File: config.mk
export PLATFORM = sky130hd
export DESIGN_NAME = lsu_split_ctrl_flat
export DESIGN_NICKNAME = d
export VERILOG_FILES = /design/src/rtl/lsu_split_ctrl_if.sv /design/src/rtl/lsu_split_ctrl.sv /design/src/flat_wrapper.sv
export SDC_FILE = /design/constraint.sdc
export NUM_CORES = 1
export LEC_CHECK = 0
export ABC_AREA = 0
export CAP_MARGIN = 40
export CORE_AREA = 2 2 153 155
export CTS_CLUSTER_SIZE = 8
export DETAILED_ROUTE_END_ITERATION = 8
export DIE_AREA = 0 0 155 157
export PLACE_DENSITY = 0.69
export SETUP_SLACK_MARGIN = 0.02
export SLEW_MARGIN = 20
export SYNTH_ARGS = -nofsm -noshare
export SYNTH_HDL_FRONTEND = slang
export SYNTH_SLANG_ARGS = --single-unit
File: constraint.sdc
create_clock -name clk_i -period 2.5 [get_ports clk_i]
set_input_delay 0.25 -clock clk_i [delete_from_list [all_inputs] [get_ports clk_i]]
set_output_delay 0.25 -clock clk_i [all_outputs]
set_load 0.03 [all_outputs]
File: src/rtl/lsu_split_ctrl_if.sv
// Request, memory-port and response signals of the load/store sequencer.
// slave: the sequencer itself; master: the EX stage plus memory side that drives it.
interface lsu_split_ctrl_if;
  logic        req_valid_i;
  logic        req_ready_o;
  logic        req_we_i;
  logic [1:0]  req_type_i;
  logic        req_sext_i;
  logic [31:0] req_addr_i;
  logic [31:0] req_wdata_i;
  logic        mem_req_o;
  logic        mem_gnt_i;
  logic        mem_we_o;
  logic [3:0]  mem_be_o;
  logic [31:0] mem_addr_o;
  logic [31:0] mem_wdata_o;
  logic        mem_rvalid_i;
  logic [31:0] mem_rdata_i;
  logic        mem_err_i;
  logic        rsp_valid_o;
  logic [31:0] rsp_rdata_o;
  logic        rsp_err_o;

  modport slave (
    input  req_valid_i, req_we_i, req_type_i, req_sext_i, req_addr_i, req_wdata_i,
    input  mem_gnt_i, mem_rvalid_i, mem_rdata_i, mem_err_i,
    output req_ready_o, mem_req_o, mem_we_o, mem_be_o, mem_addr_o, mem_wdata_o,
    output rsp_valid_o, rsp_rdata_o, rsp_err_o
  );

  modport master (
    output req_valid_i, req_we_i, req_type_i, req_sext_i, req_addr_i, req_wdata_i,
    output mem_gnt_i, mem_rvalid_i, mem_rdata_i, mem_err_i,
    input  req_ready_o, mem_req_o, mem_we_o, mem_be_o, mem_addr_o, mem_wdata_o,
    input  rsp_valid_o, rsp_rdata_o, rsp_err_o
  );
endinterface

File: src/rtl/lsu_split_ctrl.sv
// Load/store sequencer: byte-enables, lane shift, misaligned split into two word beats, load merge/extend.
// Latency: 4 cycles accept->rsp (6 when split) with same-cycle grant and next-cycle rvalid.
// Backpressure: one access in flight; req_ready_o only in IDLE, mem_* held until mem_gnt_i.
module lsu_split_ctrl #(
  parameter bit MISALIGN_ERR = 1'b0
) (
  input logic           clk_i,
  input logic           rst_ni,
  lsu_split_ctrl_if.slave bus
);

  typedef enum logic [2:0] {IDLE, REQ1, WAIT1, REQ2, WAIT2, RESP} state_t;

  state_t      state_q, state_d;
  logic        we_q, sext_q, err_q;
  logic [1:0]  type_q;
  logic [31:0] addr_q, wdata_q, beat0_q, beat1_q;

  logic [1:0]  off;
  logic        split;
  logic [3:0]  be_base;
  logic [7:0]  be_wide;
  logic [63:0] wdata_wide;
  logic [31:0] addr_al, merged, load_data;

  // Access crosses a word boundary: half at offset 3, or any unaligned word.
  function automatic logic crosses(input logic [1:0] t, input logic [1:0] o);
    return (t == 2'b01 && o == 2'b11) || (t[1] && o != 2'b00);
  endfunction

  assign off        = addr_q[1:0];
  assign split      = crosses(type_q, off);
  assign addr_al    = {addr_q[31:2], 2'b00};
  assign be_base    = type_q[1] ? 4'b1111 : (type_q[0] ? 4'b0011 : 4'b0001);
  assign be_wide    = {4'b0000, be_base} << off;
  assign wdata_wide = {32'b0, wdata_q} << {off, 3'b000};
  assign merged     = 32'({beat1_q, beat0_q} >> {off, 3'b000});

  always_comb begin
    load_data = merged;
    case (type_q)
      2'b00:   load_data = {{24{sext_q & merged[7]}}, merged[7:0]};
      2'b01:   load_data = {{16{sext_q & merged[15]}}, merged[15:0]};
      default: load_data = merged;
    endcase
  end

  always_comb begin
    state_d         = state_q;
    bus.req_ready_o = 1'b0;
    bus.mem_req_o   = 1'b0;
    bus.mem_we_o    = 1'b0;
    bus.mem_be_o    = 4'b0000;
    bus.mem_addr_o  = 32'b0;
    bus.mem_wdata_o = 32'b0;
    bus.rsp_valid_o = 1'b0;
    bus.rsp_rdata_o = 32'b0;
    bus.rsp_err_o   = 1'b0;
    case (state_q)
      IDLE: begin
        bus.req_ready_o = 1'b1;
        if (bus.req_valid_i) begin
          if (MISALIGN_ERR && crosses(bus.req_type_i, bus.req_addr_i[1:0])) state_d = RESP;
          else                                                              state_d = REQ1;
        end
      end
      REQ1: begin
        bus.mem_req_o   = 1'b1;
        bus.mem_we_o    = we_q;
        bus.mem_be_o    = be_wide[3:0];
        bus.mem_addr_o  = addr_al;
        bus.mem_wdata_o = wdata_wide[31:0];
        if (bus.mem_gnt_i) state_d = WAIT1;
      end
      WAIT1: if (bus.mem_rvalid_i) state_d = (split && !bus.mem_err_i) ? REQ2 : RESP;
      REQ2: begin
        bus.mem_req_o   = 1'b1;
        bus.mem_we_o    = we_q;
        bus.mem_be_o    = be_wide[7:4];
        bus.mem_addr_o  = addr_al + 32'd4;
        bus.mem_wdata_o = wdata_wide[63:32];
        if (bus.mem_gnt_i) state_d = WAIT2;
      end
      WAIT2: if (bus.mem_rvalid_i) state_d = RESP;
      RESP: begin
        bus.rsp_valid_o = 1'b1;
        bus.rsp_err_o   = err_q;
        bus.rsp_rdata_o = (we_q || err_q) ? 32'b0 : load_data;
        state_d         = IDLE;
      end
      default: state_d = IDLE;
    endcase
  end

  always_ff @(posedge clk_i or negedge rst_ni) begin
    if (!rst_ni) begin
      state_q <= IDLE;
      we_q    <= 1'b0;
      sext_q  <= 1'b0;
      err_q   <= 1'b0;
      type_q  <= 2'b00;
      addr_q  <= 32'b0;
      wdata_q <= 32'b0;
      beat0_q <= 32'b0;
      beat1_q <= 32'b0;
    end else begin
      state_q <= state_d;
      case (state_q)
        IDLE: if (bus.req_valid_i) begin
          we_q    <= bus.req_we_i;
          type_q  <= bus.req_type_i;
          sext_q  <= bus.req_sext_i;
          addr_q  <= bus.req_addr_i;
          wdata_q <= bus.req_wdata_i;
          beat0_q <= 32'b0;
          beat1_q <= 32'b0;
          err_q   <= MISALIGN_ERR && crosses(bus.req_type_i, bus.req_addr_i[1:0]);
        end
        WAIT1: if (bus.mem_rvalid_i) begin
          beat0_q <= bus.mem_rdata_i;
          err_q   <= bus.mem_err_i;
        end
        WAIT2: if (bus.mem_rvalid_i) begin
          beat1_q <= bus.mem_rdata_i;
          err_q   <= err_q | bus.mem_err_i;
        end
        default: ;
      endcase
    end
  end

endmodule
File: src/flat_wrapper.sv
// flat-port wrapper written by rule: the top's interface ports become plain ports
module lsu_split_ctrl_flat 
#(
  parameter bit MISALIGN_ERR = 1'b0
)
  (clk_i, rst_ni, bus_req_valid_i, bus_req_we_i, bus_req_type_i, bus_req_sext_i, bus_req_addr_i, bus_req_wdata_i, bus_mem_gnt_i, bus_mem_rvalid_i, bus_mem_rdata_i, bus_mem_err_i, bus_req_ready_o, bus_mem_req_o, bus_mem_we_o, bus_mem_be_o, bus_mem_addr_o, bus_mem_wdata_o, bus_rsp_valid_o, bus_rsp_rdata_o, bus_rsp_err_o);
  lsu_split_ctrl_if bus_i ();
  input logic clk_i;
  input logic rst_ni;
  input wire logic [$bits(bus_i.req_valid_i)-1:0] bus_req_valid_i;
  input wire logic [$bits(bus_i.req_we_i)-1:0] bus_req_we_i;
  input wire logic [$bits(bus_i.req_type_i)-1:0] bus_req_type_i;
  input wire logic [$bits(bus_i.req_sext_i)-1:0] bus_req_sext_i;
  input wire logic [$bits(bus_i.req_addr_i)-1:0] bus_req_addr_i;
  input wire logic [$bits(bus_i.req_wdata_i)-1:0] bus_req_wdata_i;
  input wire logic [$bits(bus_i.mem_gnt_i)-1:0] bus_mem_gnt_i;
  input wire logic [$bits(bus_i.mem_rvalid_i)-1:0] bus_mem_rvalid_i;
  input wire logic [$bits(bus_i.mem_rdata_i)-1:0] bus_mem_rdata_i;
  input wire logic [$bits(bus_i.mem_err_i)-1:0] bus_mem_err_i;
  output wire logic [$bits(bus_i.req_ready_o)-1:0] bus_req_ready_o;
  output wire logic [$bits(bus_i.mem_req_o)-1:0] bus_mem_req_o;
  output wire logic [$bits(bus_i.mem_we_o)-1:0] bus_mem_we_o;
  output wire logic [$bits(bus_i.mem_be_o)-1:0] bus_mem_be_o;
  output wire logic [$bits(bus_i.mem_addr_o)-1:0] bus_mem_addr_o;
  output wire logic [$bits(bus_i.mem_wdata_o)-1:0] bus_mem_wdata_o;
  output wire logic [$bits(bus_i.rsp_valid_o)-1:0] bus_rsp_valid_o;
  output wire logic [$bits(bus_i.rsp_rdata_o)-1:0] bus_rsp_rdata_o;
  output wire logic [$bits(bus_i.rsp_err_o)-1:0] bus_rsp_err_o;
  assign bus_i.req_valid_i = bus_req_valid_i;
  assign bus_i.req_we_i = bus_req_we_i;
  assign bus_i.req_type_i = bus_req_type_i;
  assign bus_i.req_sext_i = bus_req_sext_i;
  assign bus_i.req_addr_i = bus_req_addr_i;
  assign bus_i.req_wdata_i = bus_req_wdata_i;
  assign bus_i.mem_gnt_i = bus_mem_gnt_i;
  assign bus_i.mem_rvalid_i = bus_mem_rvalid_i;
  assign bus_i.mem_rdata_i = bus_mem_rdata_i;
  assign bus_i.mem_err_i = bus_mem_err_i;
  assign bus_req_ready_o = bus_i.req_ready_o;
  assign bus_mem_req_o = bus_i.mem_req_o;
  assign bus_mem_we_o = bus_i.mem_we_o;
  assign bus_mem_be_o = bus_i.mem_be_o;
  assign bus_mem_addr_o = bus_i.mem_addr_o;
  assign bus_mem_wdata_o = bus_i.mem_wdata_o;
  assign bus_rsp_valid_o = bus_i.rsp_valid_o;
  assign bus_rsp_rdata_o = bus_i.rsp_rdata_o;
  assign bus_rsp_err_o = bus_i.rsp_err_o;
  lsu_split_ctrl #(.MISALIGN_ERR(MISALIGN_ERR)) u_core (.clk_i(clk_i), .rst_ni(rst_ni), .bus(bus_i));
endmodule
==> run summary <==
PLACED DESIGN
-------------------------------------------------------------------------------------------
Cell area after placement ....................................................  10420 sq um
Number of I/O port buffers ...................................................          208
Hpwl dp ......................................................................     18050 um
Worst Setup Slack post-DPL ...................................................  0.005189 ns
Final weighted congestion of routability-driven global placement .............       0.9083
Placed cell count ............................................................         1298

SYNTH
-------------------------------------------------------------------------------------------
Gate count after technology mapping ..........................................          821
Main flop type after synthesis ............................................... sky130_fd_sc_hd__dfrtp_1
Number of synthesized register bits ..........................................          128
Largest cells by area after synthesis ........................................ sky130_fd_sc_hd__dfrtp_1, sky130_fd_sc_hd__mux2_2, sky130_fd_sc_hd__nand2_1, sky130_fd_sc_hd__mux4_2, sky130_fd_sc_hd__o21ai_0
Most numerous cell in the Yosys netlist ...................................... sky130_fd_sc_hd__nand2_1
Most instantiated cells after synthesis ...................................... sky130_fd_sc_hd__nand2_1, sky130_fd_sc_hd__dfrtp_1, sky130_fd_sc_hd__mux2_2
Total standard cell area after synthesis .....................................   7792 sq um
Seq/Total Area, Yosys ........................................................       0.4110
Number of flops mapped to enable cells by yosys ..............................            0
Yosys warnings ...............................................................            0
Synth unique cells ...........................................................           51
Cell type with the largest total area after synthesis ........................ sky130_fd_sc_hd__dfrtp_1
Mean Syn Cell Area ...........................................................  9.491 sq um
Synth async-reset ratio ......................................................        1.000
Portion of synthesized cell area occupied by the leading cell type ...........       0.4110

GLOBAL ROUTING
-------------------------------------------------------------------------------------------
Number of antenna violations at the first check in global routing ............            0
Overall global routing resource usage ........................................       0.2157
Global routing usage on met2 .................................................       0.3484
Met3 Use GR ..................................................................      0.03387
Met1 Use GR ..................................................................       0.2872
Number of global-route vias before repair ....................................         7458
Global-route wire length before repair .......................................     40850 um
GRT busiest layer ............................................................         met2
GRT Residual Overflow ........................................................            0
Pin count of the biggest net entering global routing .........................           60

STA
-------------------------------------------------------------------------------------------
Max Freq .....................................................................   0.3860 GHz
Final hold violations ........................................................            0
Setup slack of the critical path after layout ................................  -0.09068 ns
Post-route minimum period ....................................................     2.591 ns
Relative slew slack ..........................................................       0.6625
Max-slew violation count .....................................................            0
Fraction of the cycle the final worst path needs .............................        1.036
Total Neg Setup Slack ........................................................    -1.368 ns
Setup repair after global routing missed its margin ..........................          yes
Clock Skews ..................................................................   0.01068 ns
Number of setup violations in the final report ...............................           21
Worst hold slack across all endpoints ........................................    0.3218 ns
Worst Tran Pin Value .........................................................    0.5063 ns

PWR
-------------------------------------------------------------------------------------------
Sequential power share .......................................................        0.283
Leakage power summed over all cells ..........................................     5.075 nW
Internal power contribution ..................................................     8.198 mW
Switching part of the total ..................................................       0.4428
Overall power after layout ...................................................     14.71 mW
Worst supply voltage drop on vdd .............................................  0.0007026 V
Sw Pwr .......................................................................     6.513 mW
Power density relative to cell area .......................................... 1270 nW/um^2
Proportion of power drawn by the clock network ...............................        0.168
Share of total power in combinational logic ..................................        0.549

CLOCK NETWORK
-------------------------------------------------------------------------------------------
CTS clock-pin slew for the worst setup and hold paths ........................      0.07 ns
Inserted Clock Buffers .......................................................           17
Clk sinks ....................................................................          128
Master cell of the clock root buffer ......................................... sky130_fd_sc_hd__clkbuf_16
H-tree levels ................................................................            4
Clock tree from TritonCTS ....................................................         done
Worst-Skew Late Latency ......................................................      0.42 ns
Worst-case clock buffer depth ................................................            2

STATUS
-------------------------------------------------------------------------------------------
Result of the run ............................................................ finished, violations left
Violated checks .............................................................. negative setup slack

WORST SETUP PATH
-------------------------------------------------------------------------------------------
Launching element type of the critical path ..................................     register
Largest fanout of any net on the critical path ...............................            7
CP Data Required Time ........................................................      2.25 ns
Critical path endpoint category ..............................................  output port
Critical path, cell by cell .................................................. mux2_4 -> mux4_2 -> nand4_1 -> buf_12 -> buf_12 -> o21ai_4 -> buf_6
Most Frequent Cell on Critical Path .......................................... sky130_fd_sc_hd__buf_12
Critical setup path kind .....................................................      reg2out
Slowest cell on crit path .................................................... sky130_fd_sc_hd__dfrtp_4
Arrival time of the worst setup path .........................................      2.34 ns
Critical Path Max Stage Delay ................................................      0.51 ns

FINISH
-------------------------------------------------------------------------------------------
Layout-stage area growth over the synthesis result ...........................       48.70%
Antenna diode count ..........................................................            0
Fraction of final layout cells with drive strength greater than 1 ............       0.3436
Area used by multi-input combinational logic .................................   4583 sq um
Filler cell count ............................................................         2003
Final Instance Count excl. Fillers ...........................................         1356
Non-Filler Cell Area, Final ..................................................  11590 sq um
Sequential cell area .........................................................   3214 sq um
Final #Nets ..................................................................         1165
Utilization of the core after routing ........................................       0.5149

DIE
-------------------------------------------------------------------------------------------
Number of ports placed on the die boundary ...................................          211
Die Height ...................................................................       157 um
Die area .....................................................................  24340 sq um
Standard-cell rows ...........................................................           55
Starting density of the core .................................................       0.3463
CORE AREA ....................................................................  22500 sq um
Die X ........................................................................       155 um

ROUTE
-------------------------------------------------------------------------------------------
Number of design-rule violations left by the first detailed-router iteration .          511
Drt total wl .................................................................     26430 um
Number of iterations in the first detailed-routing pass ......................            6
Routed wire per std cell .....................................................     19.49 um
Number of design rule violations left after detail routing ...................            0
Via density per instance .....................................................        5.456
Post-route ant nets ..........................................................            0
Total via count in the routed design .........................................         7398

MIN PATH
-------------------------------------------------------------------------------------------
Min-Delay Path Class .........................................................     in2async

JOB
-------------------------------------------------------------------------------------------
Max-cap check violation count ................................................            0

[cell families after synthesis]
family | Yosys count | share of synthesized area
mux | 129 | 0.2241
xor+xnor | 10 | 0.01124
other cells | 1 | 0.0004812
simple gates | 337 | 0.2025
buf+inv | 79 | 0.04239
compound gates | 136 | 0.1066
flops | 128 | 0.4110
fa+ha+maj | 1 | 0.001605
[area by class of cell]
cell class / instances / area share
tap: 285 / 0.03077
sequential: 128 / 0.2774
multi-input combinational: 615 / 0.3955
timing repair buffer: 284 / 0.2426
clock buffer: 18 / 0.03704
inverter: 12 / 0.003887
clock inverter: 14 / 0.01274
[sequential cells by signal, summed over array words and instances (netlist names)]
signal and cells:
u_core.addr_q 32, u_core.beat0_q 32, u_core.beat1_q 24, u_core.err_q 1
u_core.sext_q 1, u_core.state_q 3, u_core.type_q 2, u_core.wdata_q 32
u_core.we_q 1
[critical path, delay by kind of cell, from the launching register on]
family	cells	cell delay (ns)
and+or+nand+nor	1	0.16
buffers and inverters	3	0.41
AOI/OAI and AO/OA	1	0.06
muxes	2	0.78
DFF	1	0.51
[path summary, 6_finish.rpt]
path                                                 from                              to  slack [ns]  cells past startpoint
max                          u_core.addr_q[0]$_DFFE_PN0P_             bus_rsp_rdata_o[31]       -0.09                      7
min                                                rst_ni   u_core.addr_q[17]$_DFFE_PN0P_        0.32                      2
max reg2reg                 u_core.state_q[2]$_DFFE_PN0P_  u_core.wdata_q[27]$_DFFE_PN0P_        0.45                      5
min reg2reg                u_core.beat1_q[17]$_DFFE_PN0P_  u_core.beat1_q[17]$_DFFE_PN0P_        0.47                      2
max in group asynchronous                          rst_ni    u_core.addr_q[0]$_DFFE_PN0P_        1.44                      3
min in group clk_i                    bus_mem_rdata_i[27]  u_core.beat0_q[27]$_DFFE_PN0P_        0.37                      3
[cells in the final DEF (no fill, tap or decap), drive strengths merged, types with 3 or more instances in the layout]
| master | synthesis | routed |
|---|---|---|
| a211oi | 6 | 6 |
| a21oi | 30 | 30 |
| a222oi | 5 | 5 |
| a22o | 3 | 3 |
| a22oi | 8 | 8 |
| and2 | 16 | 16 |
| and3 | 7 | 7 |
| and4 | 4 | 4 |
| buf | 25 | 153 |
| clkbuf | 42 | 28 |
| clkdlybuf4s15 | 0 | 3 |
| clkdlybuf4s50 | 0 | 106 |
| clkinvlp | 0 | 3 |
| dfrtp | 128 | 128 |
| dlygate4sd2 | 0 | 8 |
| inv | 12 | 20 |
| mux2 | 74 | 74 |
| mux2i | 26 | 26 |
| mux4 | 29 | 29 |
| nand2 | 177 | 177 |
| nand2b | 4 | 4 |
| nand3 | 50 | 50 |
| nand4 | 12 | 12 |
| nor2 | 28 | 28 |
| nor2b | 4 | 4 |
| nor3 | 8 | 8 |
| o21ai | 54 | 54 |
| o22ai | 8 | 8 |
| o2bb2ai | 7 | 7 |
| o31ai | 7 | 7 |
| or2 | 4 | 4 |
| or3 | 8 | 8 |
| or4 | 7 | 7 |
| xnor2 | 5 | 5 |
| xor2 | 5 | 5 |
[power by group through the flow]
stage | registers [mW] | logic (mW) | clock network, mW
3_3_place_gp | 4.07 | 7.30 | 0
2_1_floorplan | 3.74 | 5.07 | 0
3_5_place_dp | 4.12 | 7.41 | 0
4_1_cts | 4.10 | 7.89 | 2.50
5_1_grt | 4.31 | 8.68 | 2.60
6_report | 4.16 | 8.08 | 2.47
[layer usage]
metal	wire length [um]	vias to the layer above
li1	-	3424
met3	1386	60
met2	12780	292
met1	11320	3622
met4	951	0
met5	0	-
[timing repair]
action / CTS / global route
hold endpoints to repair: 32 / 0
gates resized for setup: 170 / 75
hold buffers: 1 / 0
cloned: 2 / 0
setup endpoints to repair: 65 / 81
pin swaps: 17 / 14
setup buffers: 21 / 2
No activity file was read; power rests on OpenSTA's default activity.
